<file path="src/rtl/nac_axi_arbiter.sv">
// Two-master / one-slave AXI4 arbiter (SD loader = m0, NAC core = m1) in front of the MIG port.
// Define NAC_ARB_ROUND_ROBIN_EN for alternating grants on contention; default is fixed m0 priority.
module nac_axi_arbiter #(
   parameter int unsigned ADDR_W = 32,
   parameter int unsigned DATA_W = 32
) (
   input  logic                clk,
   input  logic                rst,
   input  logic                m0_excl,
   // master 0
   input  logic [ADDR_W-1:0]   m0_awaddr,
   input  logic [7:0]          m0_awlen,
   input  logic [2:0]          m0_awsize,
   input  logic [1:0]          m0_awburst,
   input  logic                m0_awvalid,
   output logic                m0_awready,
   input  logic [DATA_W-1:0]   m0_wdata,
   input  logic [DATA_W/8-1:0] m0_wstrb,
   input  logic                m0_wlast,
   input  logic                m0_wvalid,
   output logic                m0_wready,
   output logic [1:0]          m0_bresp,
   output logic                m0_bvalid,
   input  logic                m0_bready,
   input  logic [ADDR_W-1:0]   m0_araddr,
   input  logic [7:0]          m0_arlen,
   input  logic [2:0]          m0_arsize,
   input  logic [1:0]          m0_arburst,
   input  logic                m0_arvalid,
   output logic                m0_arready,
   output logic [DATA_W-1:0]   m0_rdata,
   output logic [1:0]          m0_rresp,
   output logic                m0_rlast,
   output logic                m0_rvalid,
   input  logic                m0_rready,
   // master 1
   input  logic [ADDR_W-1:0]   m1_awaddr,
   input  logic [7:0]          m1_awlen,
   input  logic [2:0]          m1_awsize,
   input  logic [1:0]          m1_awburst,
   input  logic                m1_awvalid,
   output logic                m1_awready,
   input  logic [DATA_W-1:0]   m1_wdata,
   input  logic [DATA_W/8-1:0] m1_wstrb,
   input  logic                m1_wlast,
   input  logic                m1_wvalid,
   output logic                m1_wready,
   output logic [1:0]          m1_bresp,
   output logic                m1_bvalid,
   input  logic                m1_bready,
   input  logic [ADDR_W-1:0]   m1_araddr,
   input  logic [7:0]          m1_arlen,
   input  logic [2:0]          m1_arsize,
   input  logic [1:0]          m1_arburst,
   input  logic                m1_arvalid,
   output logic                m1_arready,
   output logic [DATA_W-1:0]   m1_rdata,
   output logic [1:0]          m1_rresp,
   output logic                m1_rlast,
   output logic                m1_rvalid,
   input  logic                m1_rready,
   // slave (MIG)
   output logic [ADDR_W-1:0]   s_awaddr,
   output logic [7:0]          s_awlen,
   output logic [2:0]          s_awsize,
   output logic [1:0]          s_awburst,
   output logic                s_awvalid,
   input  logic                s_awready,
   output logic [DATA_W-1:0]   s_wdata,
   output logic [DATA_W/8-1:0] s_wstrb,
   output logic                s_wlast,
   output logic                s_wvalid,
   input  logic                s_wready,
   input  logic [1:0]          s_bresp,
   input  logic                s_bvalid,
   output logic                s_bready,
   output logic [ADDR_W-1:0]   s_araddr,
   output logic [7:0]          s_arlen,
   output logic [2:0]          s_arsize,
   output logic [1:0]          s_arburst,
   output logic                s_arvalid,
   input  logic                s_arready,
   input  logic [DATA_W-1:0]   s_rdata,
   input  logic [1:0]          s_rresp,
   input  logic                s_rlast,
   input  logic                s_rvalid,
   output logic                s_rready,
   // status
   output logic                wr_owner,
   output logic                rd_owner,
   output logic                err_wlen
);

   localparam int unsigned CNT_W = 9;

   typedef enum logic [1:0] {W_IDLE, W_ADDR, W_DATA, W_RESP} wr_state_t;
   typedef enum logic [1:0] {R_IDLE, R_ADDR, R_DATA} rd_state_t;

   wr_state_t        wr_state, wr_state_d;
   rd_state_t        rd_state, rd_state_d;
   logic             wr_owner_d, rd_owner_d;
   logic [CNT_W-1:0] wr_cnt, wr_cnt_d;
   logic [7:0]       wr_len, wr_len_d;
   logic             err_d;

   logic wr_req0, wr_req1, wr_pick;
   logic rd_req0, rd_req1, rd_pick;

   logic own_awvalid, own_wvalid, own_wlast, own_bready;
   logic own_arvalid, own_rready;
   logic [7:0] own_awlen;

   // Master 1 is held off entirely while the loader claims exclusivity.
   assign wr_req0 = m0_awvalid;
   assign wr_req1 = m1_awvalid & ~m0_excl;
   assign rd_req0 = m0_arvalid;
   assign rd_req1 = m1_arvalid & ~m0_excl;

`ifdef NAC_ARB_ROUND_ROBIN_EN
   logic wr_prev, rd_prev;

   // prev resets to 1 so the first contended grant after reset goes to master 0
   assign wr_pick = (wr_req0 & wr_req1) ? ~wr_prev : ~wr_req0;
   assign rd_pick = (rd_req0 & rd_req1) ? ~rd_prev : ~rd_req0;

   always_ff @(posedge clk) begin
      if (rst) begin
         wr_prev <= 1'b1;
         rd_prev <= 1'b1;
      end else begin
         if (wr_state == W_IDLE && (wr_req0 | wr_req1)) wr_prev <= wr_pick;
         if (rd_state == R_IDLE && (rd_req0 | rd_req1)) rd_prev <= rd_pick;
      end
   end
`else
   assign wr_pick = ~wr_req0;
   assign rd_pick = ~rd_req0;
`endif

   // Request payloads follow the registered owner; it only changes in IDLE.
   assign own_awvalid = wr_owner ? m1_awvalid : m0_awvalid;
   assign own_awlen   = wr_owner ? m1_awlen   : m0_awlen;
   assign own_wvalid  = wr_owner ? m1_wvalid  : m0_wvalid;
   assign own_wlast   = wr_owner ? m1_wlast   : m0_wlast;
   assign own_bready  = wr_owner ? m1_bready  : m0_bready;
   assign own_arvalid = rd_owner ? m1_arvalid : m0_arvalid;
   assign own_rready  = rd_owner ? m1_rready  : m0_rready;

   assign s_awaddr  = wr_owner ? m1_awaddr  : m0_awaddr;
   assign s_awlen   = own_awlen;
   assign s_awsize  = wr_owner ? m1_awsize  : m0_awsize;
   assign s_awburst = wr_owner ? m1_awburst : m0_awburst;
   assign s_wdata   = wr_owner ? m1_wdata   : m0_wdata;
   assign s_wstrb   = wr_owner ? m1_wstrb   : m0_wstrb;
   assign s_wlast   = own_wlast;
   assign s_araddr  = rd_owner ? m1_araddr  : m0_araddr;
   assign s_arlen   = rd_owner ? m1_arlen   : m0_arlen;
   assign s_arsize  = rd_owner ? m1_arsize  : m0_arsize;
   assign s_arburst = rd_owner ? m1_arburst : m0_arburst;

   // Response/data buses are broadcast; only the valids are qualified by owner.
   assign m0_bresp = s_bresp;
   assign m1_bresp = s_bresp;
   assign m0_rdata = s_rdata;
   assign m1_rdata = s_rdata;
   assign m0_rresp = s_rresp;
   assign m1_rresp = s_rresp;
   assign m0_rlast = s_rlast;
   assign m1_rlast = s_rlast;

   always_ff @(posedge clk) begin
      if (rst) begin
         wr_state <= W_IDLE;
         rd_state <= R_IDLE;
         wr_owner <= 1'b0;
         rd_owner <= 1'b0;
         wr_cnt   <= '0;
         wr_len   <= '0;
         err_wlen <= 1'b0;
      end else begin
         wr_state <= wr_state_d;
         rd_state <= rd_state_d;
         wr_owner <= wr_owner_d;
         rd_owner <= rd_owner_d;
         wr_cnt   <= wr_cnt_d;
         wr_len   <= wr_len_d;
         err_wlen <= err_d;
      end
   end

   // Write path: next state, beat counting and channel forwarding.
   always_comb begin
      wr_state_d = wr_state;
      wr_owner_d = wr_owner;
      wr_cnt_d   = wr_cnt;
      wr_len_d   = wr_len;
      err_d      = err_wlen;
      s_awvalid  = 1'b0;
      s_wvalid   = 1'b0;
      s_bready   = 1'b0;
      m0_awready = 1'b0;
      m1_awready = 1'b0;
      m0_wready  = 1'b0;
      m1_wready  = 1'b0;
      m0_bvalid  = 1'b0;
      m1_bvalid  = 1'b0;
      case (wr_state)
         W_IDLE: begin
            if (wr_req0 | wr_req1) begin
               wr_owner_d = wr_pick;
               wr_state_d = W_ADDR;
            end
         end
         W_ADDR: begin
            s_awvalid  = own_awvalid;
            m0_awready = s_awready & ~wr_owner;
            m1_awready = s_awready &  wr_owner;
            if (own_awvalid && s_awready) begin
               wr_len_d   = own_awlen;
               wr_cnt_d   = '0;
               wr_state_d = W_DATA;
            end
         end
         W_DATA: begin
            s_wvalid  = own_wvalid;
            m0_wready = s_wready & ~wr_owner;
            m1_wready = s_wready &  wr_owner;
            if (own_wvalid && s_wready) begin
               wr_cnt_d = wr_cnt + CNT_W'(1);
               if (own_wlast) begin
                  // beats seen = wr_cnt+1 must equal awlen+1
                  if (wr_cnt != CNT_W'(wr_len)) err_d = 1'b1;
                  wr_state_d = W_RESP;
               end
            end
         end
         W_RESP: begin
            s_bready  = own_bready;
            m0_bvalid = s_bvalid & ~wr_owner;
            m1_bvalid = s_bvalid &  wr_owner;
            if (s_bvalid && own_bready) wr_state_d = W_IDLE;
         end
         default: wr_state_d = W_IDLE;
      endcase
   end

   // Read path: next state and channel forwarding.
   always_comb begin
      rd_state_d = rd_state;
      rd_owner_d = rd_owner;
      s_arvalid  = 1'b0;
      s_rready   = 1'b0;
      m0_arready = 1'b0;
      m1_arready = 1'b0;
      m0_rvalid  = 1'b0;
      m1_rvalid  = 1'b0;
      case (rd_state)
         R_IDLE: begin
            if (rd_req0 | rd_req1) begin
               rd_owner_d = rd_pick;
               rd_state_d = R_ADDR;
            end
         end
         R_ADDR: begin
            s_arvalid  = own_arvalid;
            m0_arready = s_arready & ~rd_owner;
            m1_arready = s_arready &  rd_owner;
            if (own_arvalid && s_arready) rd_state_d = R_DATA;
         end
         R_DATA: begin
            s_rready  = own_rready;
            m0_rvalid = s_rvalid & ~rd_owner;
            m1_rvalid = s_rvalid &  rd_owner;
            if (s_rvalid && own_rready && s_rlast) rd_state_d = R_IDLE;
         end
         default: rd_state_d = R_IDLE;
      endcase
   end

endmodule

</file>
<file path="config.mk">
export PLATFORM = sky130hd
export DESIGN_NAME = nac_axi_arbiter
export DESIGN_NICKNAME = d
export VERILOG_FILES = /design/src/rtl/nac_axi_arbiter.sv
export SDC_FILE = /design/constraint.sdc
export NUM_CORES = 1
export LEC_CHECK = 0
export BUFFER_PORTS_ARGS = -buffer_cell sky130_fd_sc_hd__buf_2
export CAP_MARGIN = 40
export CORE_AREA = 4 4 200 202
export DETAILED_ROUTE_END_ITERATION = 10
export DIE_AREA = 0 0 204 206
export MAX_ROUTING_LAYER = met4
export PLACE_DENSITY_LB_ADDON = 0.2
export SLEW_MARGIN = 20
export SYNTH_ARGS = -nofsm -noshare
export SYNTH_HDL_FRONTEND = slang
export SYNTH_SLANG_ARGS = --single-unit
</file>
<file path="constraint.sdc">
create_clock -name clk -period 2.15 [get_ports clk]
set_input_delay 0.215 -clock clk [delete_from_list [all_inputs] [get_ports clk]]
set_output_delay 0.215 -clock clk [all_outputs]
set_load 0.02 [all_outputs]
</file>
# Word level (Yosys, flattened, before mapping)

Index checks and enable logic that the tools add are counted.
W data, S select, Z words.

Output and inout bits: 219
Bits of input ports: 309
Word-level logic and storage cells: 101
Bits in registers: 24

$add $sub $neg: 1
Reductions and logical operators: 16
Muxes and demuxes: 44
Equality and inequality tests: 14
Bitwise logic cells: 19

Operators by type and width:

| cell                  | number |
|---|---|
| $mux W32              | 3 |
| $mux W1               | 21 |
| $mux W2               | 10 |
| $mux W9               | 2 |
| $pmux W9 S2           | 1 |
| $mux W8               | 2 |
| $ne A2 B2 Y1 const B  | 8 |
| $and A1 B1 Y1         | 12 |
| $add A9 B1 Y9 const B | 1 |
| $ne A9 B8 Y1          | 1 |
| $pmux W2 S4           | 1 |
| $eq A2 B2 Y1 const B  | 3 |
| $logic_and A1 B1 Y1   | 6 |
| $mux W3               | 2 |
| $pmux W2 S3           | 1 |
| $reduce_and A2 Y1     | 3 |
| $reduce_and A3 Y1     | 2 |
| $not A1 Y1            | 5 |
| $reduce_and A5 Y1     | 1 |
| $eq A2 B1 Y1 const B  | 2 |
| $logic_not A2 Y1      | 2 |
| $mux W4               | 1 |
| $reduce_and A4 Y1     | 1 |
| $or A1 B1 Y1          | 2 |
| $reduce_bool A2 Y1    | 1 |

# Depth between registers and ports, before layout

Gate-level depths: netlist (run 1).

Word-level depth: 5
Gate-level depth with buffers: 7
Mapped depth without buffers: 6

# Worst setup path after synthesis (run 1)

Ideal clock, no wire load.

Kind: reg2out
Start: register wr_owner
End: output s_awaddr[0]
Path buffers: 4
Data required time: 1,935 ps
Arrival time: 1,709 ps
Slack: 226 ps
Cell stages (with the launch flop): 6
Cell sequence: dfxtp_1 -> buf_4 -> buf_2 -> clkbuf_1 -> buf_2 -> mux2_2

Cells in the longest elaborated chain, start to end: 1

Ends and longest elaborated chain:

| item                     | line | source |
|---|---|---|
| start: declaration       | 89   | `output logic wr_owner,` |
| start signal: assignment | 183  | `wr_owner <= wr_owner_d;` |
| $mux W32                 | 149  | `assign s_awaddr = wr_owner ? m1_awaddr : m0_awaddr;` |
| end: declaration         | 63   | `output logic [ADDR_W-1:0] s_awaddr,` |

No other way between the ends.

# Worst setup path in the final report (run 1)

Start: register wr_owner
End: output s_wdata[30]

Cells in the longest elaborated chain, start to end: 1

Ends and longest elaborated chain:

| item             | line | source |
|---|---|---|
| $mux W32         | 153  | `assign s_wdata = wr_owner ? m1_wdata : m0_wdata;` |
| end: declaration | 69   | `output logic [DATA_W-1:0] s_wdata,` |

No other way between the ends.

==> flow_summary_export.csv, run 1 <==
group,metric,value,unit
worst_hold_path,hold_depth,2,
clock_tree,cts_resized,0,
clock_tree,clock-sinks,24,
sta,slew_headroom,0.570,
grt,grt_pass1_wl,26100,um
setup_path,r2r_cells,6,
clock_tree,postCtsSetupBuffers,0,
die,core-area,38300,um^2
synth,synth_area_per_cell,8.85,um^2
clock_tree,cts_root_buf,"clkbuf_16",
synth,async_flop_share,0,
placed_design,gp_congestion,0.740,
sta,fin_crit_sh,0.960,
sta,finalSetupViolations,0,
placed_design,place_ws,0.242,ns
route,ant_nets,0,
grt,first_global_vias,4187,
synth,synth_seq_area_share,0.137,
setup_path,crit_slowest_cell,"buf_4",
die,num_rows,72,
power_and_ir_drop,p_per_area,514,nW/um^2
setup_path,cp-start-kind,"flip-flop",
grt,grt_start_max_net_pins,54,
die,die_x,204,um
clock_tree,cts_buffer_depth,2,
synth,ys_ff_latch,24,
route,drt_wl_total,20400,um
setup_path,r2r_end,"wr_cnt[7]$_SDFFE_PP0P_",
setup_path,cp.required,1.93,ns
route,dr.pass1.iters,4,
route,detail_route.wl_per_cell,16.2,um
die,fp.dieH,206,um
power_and_ir_drop,peakVddDrop,231,uV
layout,nNetsFinal,1051,
sta,fmax,0.485,GHz
layout,stdcell_area,5810,um^2
route,drt_iter0_markers,151,
setup_path,cp.buffers_inverters,2,
synth,postSynthCellCount,395,
clock_tree,cts_tree,"built",
grt,globalRouteTotalUtil,0.0867,
setup_path,reg2reg_slack,0.22,ns
setup_path,arrival,1.85,ns
outcome,status,"complete, no violations",
setup_path,worstPathCellList,"buf_4, mux2_2, buf_2",
sta,drv_slew,0,
placed_design,portBuffers,419,
setup_path,critPathCaptureType,"output port",
power_and_ir_drop,p_leak,2.80,nW
clock_tree,cts.clk_slew.worst_paths,0.07,ns
synth,syn_nets,710,
die,start_util,0.0913,
run,drv_cap,0,
sta,hold_viol,0,
setup_path,crit_type,"flip-flop to output port",
synth,synth_edf_count,0,
worst_hold_path,holdPathEnd,"rd_owner$_SDFFE_PP0P_",
placed_design,dp_hpwl,18300,um
worst_hold_path,hold_path_class,"primary input to flip-flop",
clock_tree,numCtsBuffers,3,
clock_tree,h-tree-depth,1,
route,vias,4215,
die,die-area,42000,um^2
sta,fin_crit,2.06,ns
power_and_ir_drop,p_total,2.99,mW
die,ios,528,
grt,antenna_found_initial,5,
setup_path,critPathMaxFanout,51,
synth,ys_types,39,
setup_path,slowest_delay,0.54,ns
worst_hold_path,min_from,"m0_arvalid",
layout,areaGrowthSynthToFinish,66.2,%
sta,rsz0062_at_grt,"true",
sta,skew,0.00313,ns
placed_design,postPlaceCellArea,5700,um^2
synth,synth_warnings,0,
layout,post_route_cells_drive_above_1_share,0.770,
synth,syn-cell-area,3490,um^2
clock_tree,cts_hold_buf,0,
grt,grt.overflow.total,0,
clock_tree,worstSkewPairLatency,0.27,ns
sta,setup_ws,0.0862,ns
synth,synthFlopType,"dfxtp_1",
route,vias_per_cell,3.35,
sta,max_slew.worst_pin.slew,0.645,ns
setup_path,cpLargestDelayFamily,"buffers and inverters",
setup_path,worstReg2RegStart,"wr_state[1]$_SDFFE_PP0P_",
route,drc,0,
[cells in the mapped netlist, types with 4 or more instances]
| library cell | number | area [um^2] |
|---|---|---|
| nor3_1 | 18 | 90.1 |
| nor2b_1 | 10 | 62.6 |
| nand2_1 | 13 | 48.8 |
| xor2_1 | 8 | 70.1 |
| inv_1 | 6 | 22.5 |
| ha_1 | 6 | 75.1 |
| buf_4 | 75 | 563 |
| o21ai_0 | 5 | 25.0 |
| buf_2 | 11 | 55.1 |
| nor2_1 | 18 | 67.6 |
| mux2_2 | 128 | 1440 |
| clkbuf_1 | 8 | 30.0 |
| o31ai_1 | 5 | 37.5 |
| and3_1 | 6 | 37.5 |
| nand3_1 | 4 | 20.0 |
| mux2i_1 | 8 | 80.1 |
| or4_1 | 6 | 45.0 |
| a21oi_1 | 9 | 45.0 |
| dfxtp_1 | 24 | 480 |
[how the worst max path moves through the flow]
stage                                   startpoint  cells past startpoint                      to  slack [ns]
final                        wr_owner$_SDFFE_PP0P_                      3             s_wdata[30]        0.09
after global routing         wr_owner$_SDFFE_PP0P_                      3             s_awaddr[0]      -0.002
after CTS                    wr_owner$_SDFFE_PP0P_                      4             s_wdata[22]        0.03
after detailed placement  wr_state[1]$_SDFFE_PP0P_                      6  wr_cnt[7]$_SDFFE_PP0P_        0.24
after global placement    wr_state[0]$_SDFFE_PP0P_                      6  wr_cnt[3]$_SDFFE_PP0P_        0.07
after floorplan              wr_owner$_SDFFE_PP0P_                      5             s_awaddr[0]        0.23
[placed cells by master, fill, tap and decap left out, drive strengths merged, types with 4 or more instances in the layout]
cell	synthesis	routed
a21oi	9	9
and3	6	6
buf	88	432
clkbuf	8	4
dfxtp	24	24
diode	0	4
ha	6	6
inv	6	6
mux2	128	128
mux2i	8	8
nand2	13	13
nand3	4	4
nor2	18	18
nor2b	10	10
nor3	18	18
o21ai	5	5
o31ai	5	5
or4	6	6
xor2	8	8
[per-layer routing]
layer  global-route usage  share of wire  routed length (um)  vias to the layer above
li1                     -              -                   -                     2019
met1               0.0815           0.33                6720                     1829
met2                0.165           0.53               10700                      346
met3               0.0289           0.12                2450                       21
met4               0.0304          0.025                 510                        0
met5                    -              0                   0                        -
[sequential cells by signal (all words and copies together) (netlist names)]
name      flops
rd_state      2
wr_state      2
wr_cnt        9
wr_len        8
wr_owner      1
rd_owner      1
err_wlen      1
[power by group]
group | leakage, nW | switching [mW] | internal [mW]
clock | 0.0493 | 0.196 | 0.325
combinational | 2.56 | 1.08 | 0.854
sequential | 0.196 | 0.0454 | 0.490
[worst register-to-register path: cells and delay by family, from the launching register on]
kind | cells | cell delay, ns
fa+ha+maj | 1 | 0.28
buf+inv | 1 | 0.10
compound gates | 2 | 0.46
flops | 1 | 0.39
simple gates | 2 | 0.64
[stage by stage]
step	util	setup TNS [ns]	cells	hold WS, ns
4_1_cts	0.151	0	1253	0.153
3_3_place_gp	0.149	0	1248	0.430
5_1_grt	0.152	-0.00636	1257	0.164
2_1_floorplan	-	0	395	0.293
3_5_place_dp	0.149	0	1249	0.430
6_report	0.152	0	1257	0.160
[cell type report]
cell class | instances | area [um^2]
Antenna cell | 4 | 10.0
Tap cell | 518 | 648
Inverter | 6 | 22.5
Fill cell | 4390 | 32500
Clock buffer | 4 | 100
Timing Repair Buffer | 432 | 2210
Sequential cell | 24 | 485
Multi-Input combinational cell | 269 | 2340
[logic make-up (layout without fill, tap and decap cells)]
logic type | after synthesis | count (layout) | synth area share
adder cells (fa/ha/maj) | 6 | 6 | 0.0215
AO/OA/AOI/OAI | 33 | 33 | 0.0641
XOR/XNOR | 8 | 8 | 0.0201
other | 0 | 4 | 0
buffers and inverters | 102 | 442 | 0.194
flip-flops | 24 | 24 | 0.137
multiplexers | 136 | 136 | 0.435
AND/OR/NAND/NOR | 86 | 86 | 0.127
Power figures use the tool's default switching activity.
==> run 2: changes to the inputs <==
BUFFER_PORTS_ARGS = -buffer_cell sky130_fd_sc_hd__buf_4   (was -buffer_cell sky130_fd_sc_hd__buf_2)
==> run 2 against run 1 <==
Against the previous run:
- setup slack better by 0.083 ns
- die area unchanged
- cell count fell by 0.32%
- first-iteration DRC count fell by 16%
- critical path depth grew 1
==> flow_summary_export.csv, run 2 (synthesis gave the netlist of run 1 again) <==
group,metric,value,unit
outcome,status,"complete, no violations",
grt,first_global_vias,4464,
setup_path,reg2reg_slack,0.21,ns
sta,skew,0.00688,ns
power_and_ir_drop,p_int,1.99,mW
setup_path,slowest_delay,0.50,ns
layout,areaGrowthSynthToFinish,96.6,%
sta,hold_slack,0.142,ns
route,ant_nets,0,
grt,antenna_found_initial,1,
worst_hold_path,min_from,"m0_arvalid",
setup_path,crit_top_cell,"buf_4",
die,fp.dieH,206,um
power_and_ir_drop,p_per_area,485,nW/um^2
clock_tree,cts_tree,"built",
layout,layout_common_cells,"428 x buf_4, 128 x mux2_2, 22 x dfxtp_1",
worst_hold_path,hold_path_class,"primary input to flip-flop",
route,drt_wl_total,21400,um
setup_path,cp.required,1.93,ns
layout,post_route_cells_drive_above_1_share,0.771,
clock_tree,postCtsSetupBuffers,0,
sta,fin_crit,1.98,ns
grt,grt_start_max_net_pins,54,
die,core-area,38300,um^2
setup_path,critPathLaunch,"wr_owner$_SDFFE_PP0P_",
layout,regMostFlops,"wr_cnt",
placed_design,portBuffers,419,
clock_tree,h-tree-depth,1,
layout,mostFrequentLayoutCell,"buf_4",
sta,max_slew.worst_pin.slew,0.465,ns
layout,largest_reg_flops,9,
setup_path,worstPathCellList,"buf_12, buf_4, mux2_2, buf_4",
setup_path,arrival,1.77,ns
placed_design,gp_congestion,0.754,
setup_path,critPathMaxFanout,32,
placed_design,place_ws,0.132,ns
clock_tree,cts_root_buf,"clkbuf_16",
setup_path,r2r_cells,7,
route,detail_route.wl_per_cell,17.1,um
setup_path,cp.buffers_inverters,3,
route,drt_iter0_markers,127,
power_and_ir_drop,combPwrFrac,0.682,
clock_tree,worstSkewPairLatency,0.27,ns
setup_path,cpLargestDelayFamily,"buffers and inverters",
setup_path,crit_type,"flip-flop to output port",
power_and_ir_drop,switchingPower,1.34,mW
setup_path,cp-start-kind,"flip-flop",
power_and_ir_drop,peakVddDrop,245,uV
layout,reg_top3,"wr_cnt: 9 flops, wr_len: 8 flops",
setup_path,critPathCaptureType,"output port",
clock_tree,clock-sinks,24,
sta,tns,0,ns
setup_path,crit_slowest_cell,"dfxtp_4",
sta,drv_slew,0,
sta,hold_viol,0,
placed_design,dp_hpwl,19200,um
worst_hold_path,holdPathEnd,"rd_owner$_SDFFE_PP0P_",
placed_design,postPlaceCellArea,6770,um^2
die,die-area,42000,um^2
route,drc,0,
clock_tree,cts.clk_slew.worst_paths,0.07,ns
sta,fin_crit_sh,0.921,
worst_hold_path,hold_depth,2,
die,ios,528,
sta,finalSetupViolations,0,
die,die_x,204,um
route,dr.pass1.iters,4,
route,vias,4261,
die,start_util,0.0913,
grt,globalRouteTotalUtil,0.0921,
layout,stdcell_area,6870,um^2
layout,nNetsFinal,1050,
setup_path,worstReg2RegStart,"wr_state[0]$_SDFFE_PP0P_",
grt,grt_pass1_wl,28000,um
clock_tree,cts_buffer_depth,2,
route,vias_per_cell,3.40,
die,num_rows,72,
sta,fmax,0.505,GHz
run,drv_cap,0,
power_and_ir_drop,switching_share,0.403,
sta,slew_headroom,0.688,
power_and_ir_drop,seqPwrFrac,0.164,
power_and_ir_drop,p_leak,3.15,nW
grt,grt.overflow.total,0,
sta,rsz0062_at_grt,"false",
setup_path,r2r_end,"wr_cnt[5]$_SDFFE_PP0P_",
sta,setup_ws,0.169,ns
power_and_ir_drop,p_clk_frac,0.154,
clock_tree,numCtsBuffers,3,
==> run 2: power by group through the flow <==
stage	logic (mW)	clock network, mW	registers (mW)
floorplan	1.39	0	0.533
global placement	2.31	0	0.559
detailed placement	2.31	0	0.560
CTS	2.32	0.546	0.550
global route	2.44	0.559	0.556
finish	2.27	0.512	0.547
==> run 2: final cells by class <==
| class | instances | area (um^2) |
|---|---|---|
| clock buffers | 4 | 100 |
| repair buffers | 431 | 3270 |
| inverters | 6 | 22.5 |
| fillers | 4346 | 31400 |
| multi-input cells | 269 | 2340 |
| flip-flops and latches | 24 | 485 |
| diodes | 1 | 2.50 |
| well taps | 518 | 648 |
==> run 2: routing by layer <==
metal  track usage  share of wire  vias to the layer above
met2         0.180           0.54                      356
met4        0.0208          0.016                        0
met3        0.0351           0.12                       11
li1              -              -                     2017
met1        0.0849           0.32                     1877
met5             -              0                        -
==> run 2: metrics by stage <==
stage / cells / util / total power, mW
2_1_floorplan: 395 / - / 1.92
3_3_place_gp: 1248 / 0.177 / 2.87
3_5_place_dp: 1248 / 0.177 / 2.87
4_1_cts: 1252 / 0.179 / 3.41
5_1_grt: 1253 / 0.179 / 3.55
6_report: 1253 / 0.179 / 3.33
==> run 2: how the worst max path moves through the flow <==
stage | to | slack, ns | cells past startpoint
6_report | s_wdata[20] | 0.17 | 4
5_1_grt | wr_cnt[5]$_SDFFE_PP0P_ | 0.04 | 7
4_1_cts | wr_cnt[5]$_SDFFE_PP0P_ | 0.11 | 7
3_5_place_dp | wr_cnt[7]$_SDFFE_PP0P_ | 0.13 | 7
3_3_place_gp | wr_cnt[7]$_SDFFE_PP0P_ | 0.18 | 7
2_1_floorplan | s_awaddr[0] | 0.23 | 5
==> run 2: what timing repair did <==
| action | 4_1_cts | 5_1_grt |
|---|---|---|
| resized for setup | 0 | 1 |
| endpoints found under the setup margin | 0 | 2 |
| hold buffers | 0 | 0 |
==> run 3: changes to the inputs <==
MAX_ROUTING_LAYER = not set   (was met4)
==> run 3 against run 2 <==
Against the previous run:
- flip-flop and latch count did not move
- setup slack better by 0.0095 ns
- sequential power hardly changed
- die area stayed put
- wire length barely moved
- register-to-register slack barely moved
- critical path depth stayed put
- sequential share of layout area about the same
- clock-buffer cell count unchanged
==> flow_summary_export.csv, run 3 (synthesis gave the netlist of run 1 again) <==
group,metric,value,unit
placed_design,gp_congestion,0.745,
setup_path,r2r_end,"wr_cnt[5]$_SDFFE_PP0P_",
layout,mostFrequentLayoutCell,"buf_4",
layout,largest_reg_flops,9,
setup_path,reg2reg_slack,0.21,ns
clock_tree,cts_root_buf,"clkbuf_16",
route,detail_route.wl_per_cell,17.1,um
die,core-area,38300,um^2
grt,grt.overflow.total,0,
setup_path,cp-start-kind,"flip-flop",
outcome,status,"complete, no violations",
layout,fillers,4346,
sta,slew_headroom,0.704,
setup_path,cpLargestDelayFamily,"buffers and inverters",
layout,areaGrowthSynthToFinish,96.5,%
clock_tree,cts_buffer_depth,2,
route,drt_wl_total,21400,um
sta,tns,0,ns
setup_path,critPathLaunch,"wr_owner$_SDFFE_PP0P_",
sta,fin_crit,1.97,ns
layout,layout_common_cells,"428 x buf_4, 128 x mux2_2, 22 x dfxtp_1",
sta,max_slew.worst_pin.slew,0.440,ns
placed_design,dp_hpwl,19200,um
layout,regMostFlops,"wr_cnt",
worst_hold_path,hold_path_class,"primary input to flip-flop",
setup_path,critPathMaxFanout,32,
sta,finalSetupViolations,0,
route,vias_per_cell,3.40,
power_and_ir_drop,peakVddDrop,244,uV
run,drv_cap,0,
clock_tree,h-tree-depth,1,
grt,grt_start_max_net_pins,54,
clock_tree,numCtsBuffers,3,
layout,stdcell_count,1252,
placed_design,post-place-cells,1248,
die,fp.dieH,206,um
setup_path,crit_slowest_cell,"dfxtp_4",
die,die-area,42000,um^2
layout,multi_input_area,2340,um^2
layout,nNetsFinal,1050,
clock_tree,worstSkewPairLatency,0.27,ns
grt,grt_pass1_wl,28100,um
die,start_util,0.0913,
setup_path,crit_type,"flip-flop to output port",
die,ios,528,
setup_path,r2r_cells,7,
setup_path,worstPathCellList,"buf_12, buf_4, mux2_2, buf_4",
setup_path,critPathCaptureType,"output port",
sta,rsz0062_at_grt,"false",
placed_design,portBuffers,419,
grt,antenna_found_initial,1,
sta,fmax,0.507,GHz
setup_path,setup.worst_path.end,"s_wdata[20]",
setup_path,crit_top_cell,"buf_4",
sta,drv_slew,0,
sta,hold_slack,0.142,ns
setup_path,path_depth,4,
clock_tree,cts.clk_slew.worst_paths,0.07,ns
route,vias,4261,
layout,reg_top3,"wr_cnt: 9 flops, wr_len: 8 flops",
route,drt_iter0_markers,123,
layout,layout.area.seq,485,um^2
route,drc,0,
sta,skew,0.00517,ns
setup_path,slowest_delay,0.50,ns
grt,globalRouteTotalUtil,0.0896,
setup_path,cp.buffers_inverters,3,
die,die_x,204,um
layout,post_route_cells_drive_above_1_share,0.771,
layout,insertedDiodeCount,0,
die,num_rows,72,
clock_tree,cts_tree,"built",
clock_tree,cts_hold_buf,0,
setup_path,worstReg2RegStart,"wr_state[0]$_SDFFE_PP0P_",
clock_tree,clock-sinks,24,
sta,hold_viol,0,
grt,first_global_vias,4454,
route,ant_nets,0,
sta,fin_crit_sh,0.917,
worst_hold_path,min_from,"m0_arvalid",
route,dr.pass1.iters,4,
power_and_ir_drop,p_leak,3.15,nW
setup_path,cp.required,1.93,ns
setup_path,arrival,1.76,ns
power_and_ir_drop,p_per_area,485,nW/um^2
run 3: worst register-to-register path: cells and delay by family (launching register included):
family | cells | cell delay [ns]
AO/OA/AOI/OAI | 2 | 0.32
adder cells (fa/ha/maj) | 1 | 0.27
buffers and inverters | 2 | 0.31
flip-flops | 1 | 0.34
AND/OR/NAND/NOR | 2 | 0.63
run 3: through the flow:
| stage | total power [mW] | worst slack [ns] | instance area (um^2) | util |
|---|---|---|---|---|
| floorplan | 1.92 | 0.226 | 3490 | - |
| global placement | 2.87 | 0.178 | 6770 | 0.177 |
| detailed placement | 2.87 | 0.132 | 6770 | 0.177 |
| CTS | 3.41 | 0.112 | 6870 | 0.179 |
| global route | 3.55 | 0.0432 | 6870 | 0.179 |
| finish | 3.33 | 0.179 | 6870 | 0.179 |
run 3: what timing repair did:
action	4_1_cts	5_1_grt
hold endpoints to repair	0	0
gates resized for setup	0	1
endpoints found under the setup margin	0	2
setup buffers	0	0
run 3: per-layer routing:
| layer | wire length, um | vias up | global-route usage |
|---|---|---|---|
| met5 | 13 | - | 0 |
| met4 | 336 | 2 | 0.0208 |
| met3 | 2580 | 13 | 0.0355 |
| met2 | 11600 | 345 | 0.180 |
| met1 | 6890 | 1883 | 0.0849 |
| li1 | - | 2018 | - |
run 3: worst min path at each step:
stage                                  to  slack (ns)  cells after the start
finish              rd_owner$_SDFFE_PP0P_        0.14                      2
global route        rd_owner$_SDFFE_PP0P_        0.15                      2
CTS                 rd_owner$_SDFFE_PP0P_        0.14                      2
global placement    rd_owner$_SDFFE_PP0P_        0.43                      2
floorplan           wr_owner$_SDFFE_PP0P_        0.29                      1
detailed placement  rd_owner$_SDFFE_PP0P_        0.43                      2
run 3: layout make-up:
class                   count  area share
inverters                   6     0.00328
repair buffers            431       0.477
well taps                 518      0.0944
clock buffers               4      0.0146
multi-input cells         269       0.340
flip-flops and latches     24      0.0707
run 3: report_power, final:
part | internal, mW | total [mW] | leakage, nW | switching (mW)
clock network | 0.324 | 0.512 | 0.0493 | 0.188
registers | 0.490 | 0.547 | 0.196 | 0.0567
logic | 1.17 | 2.27 | 2.90 | 1.10
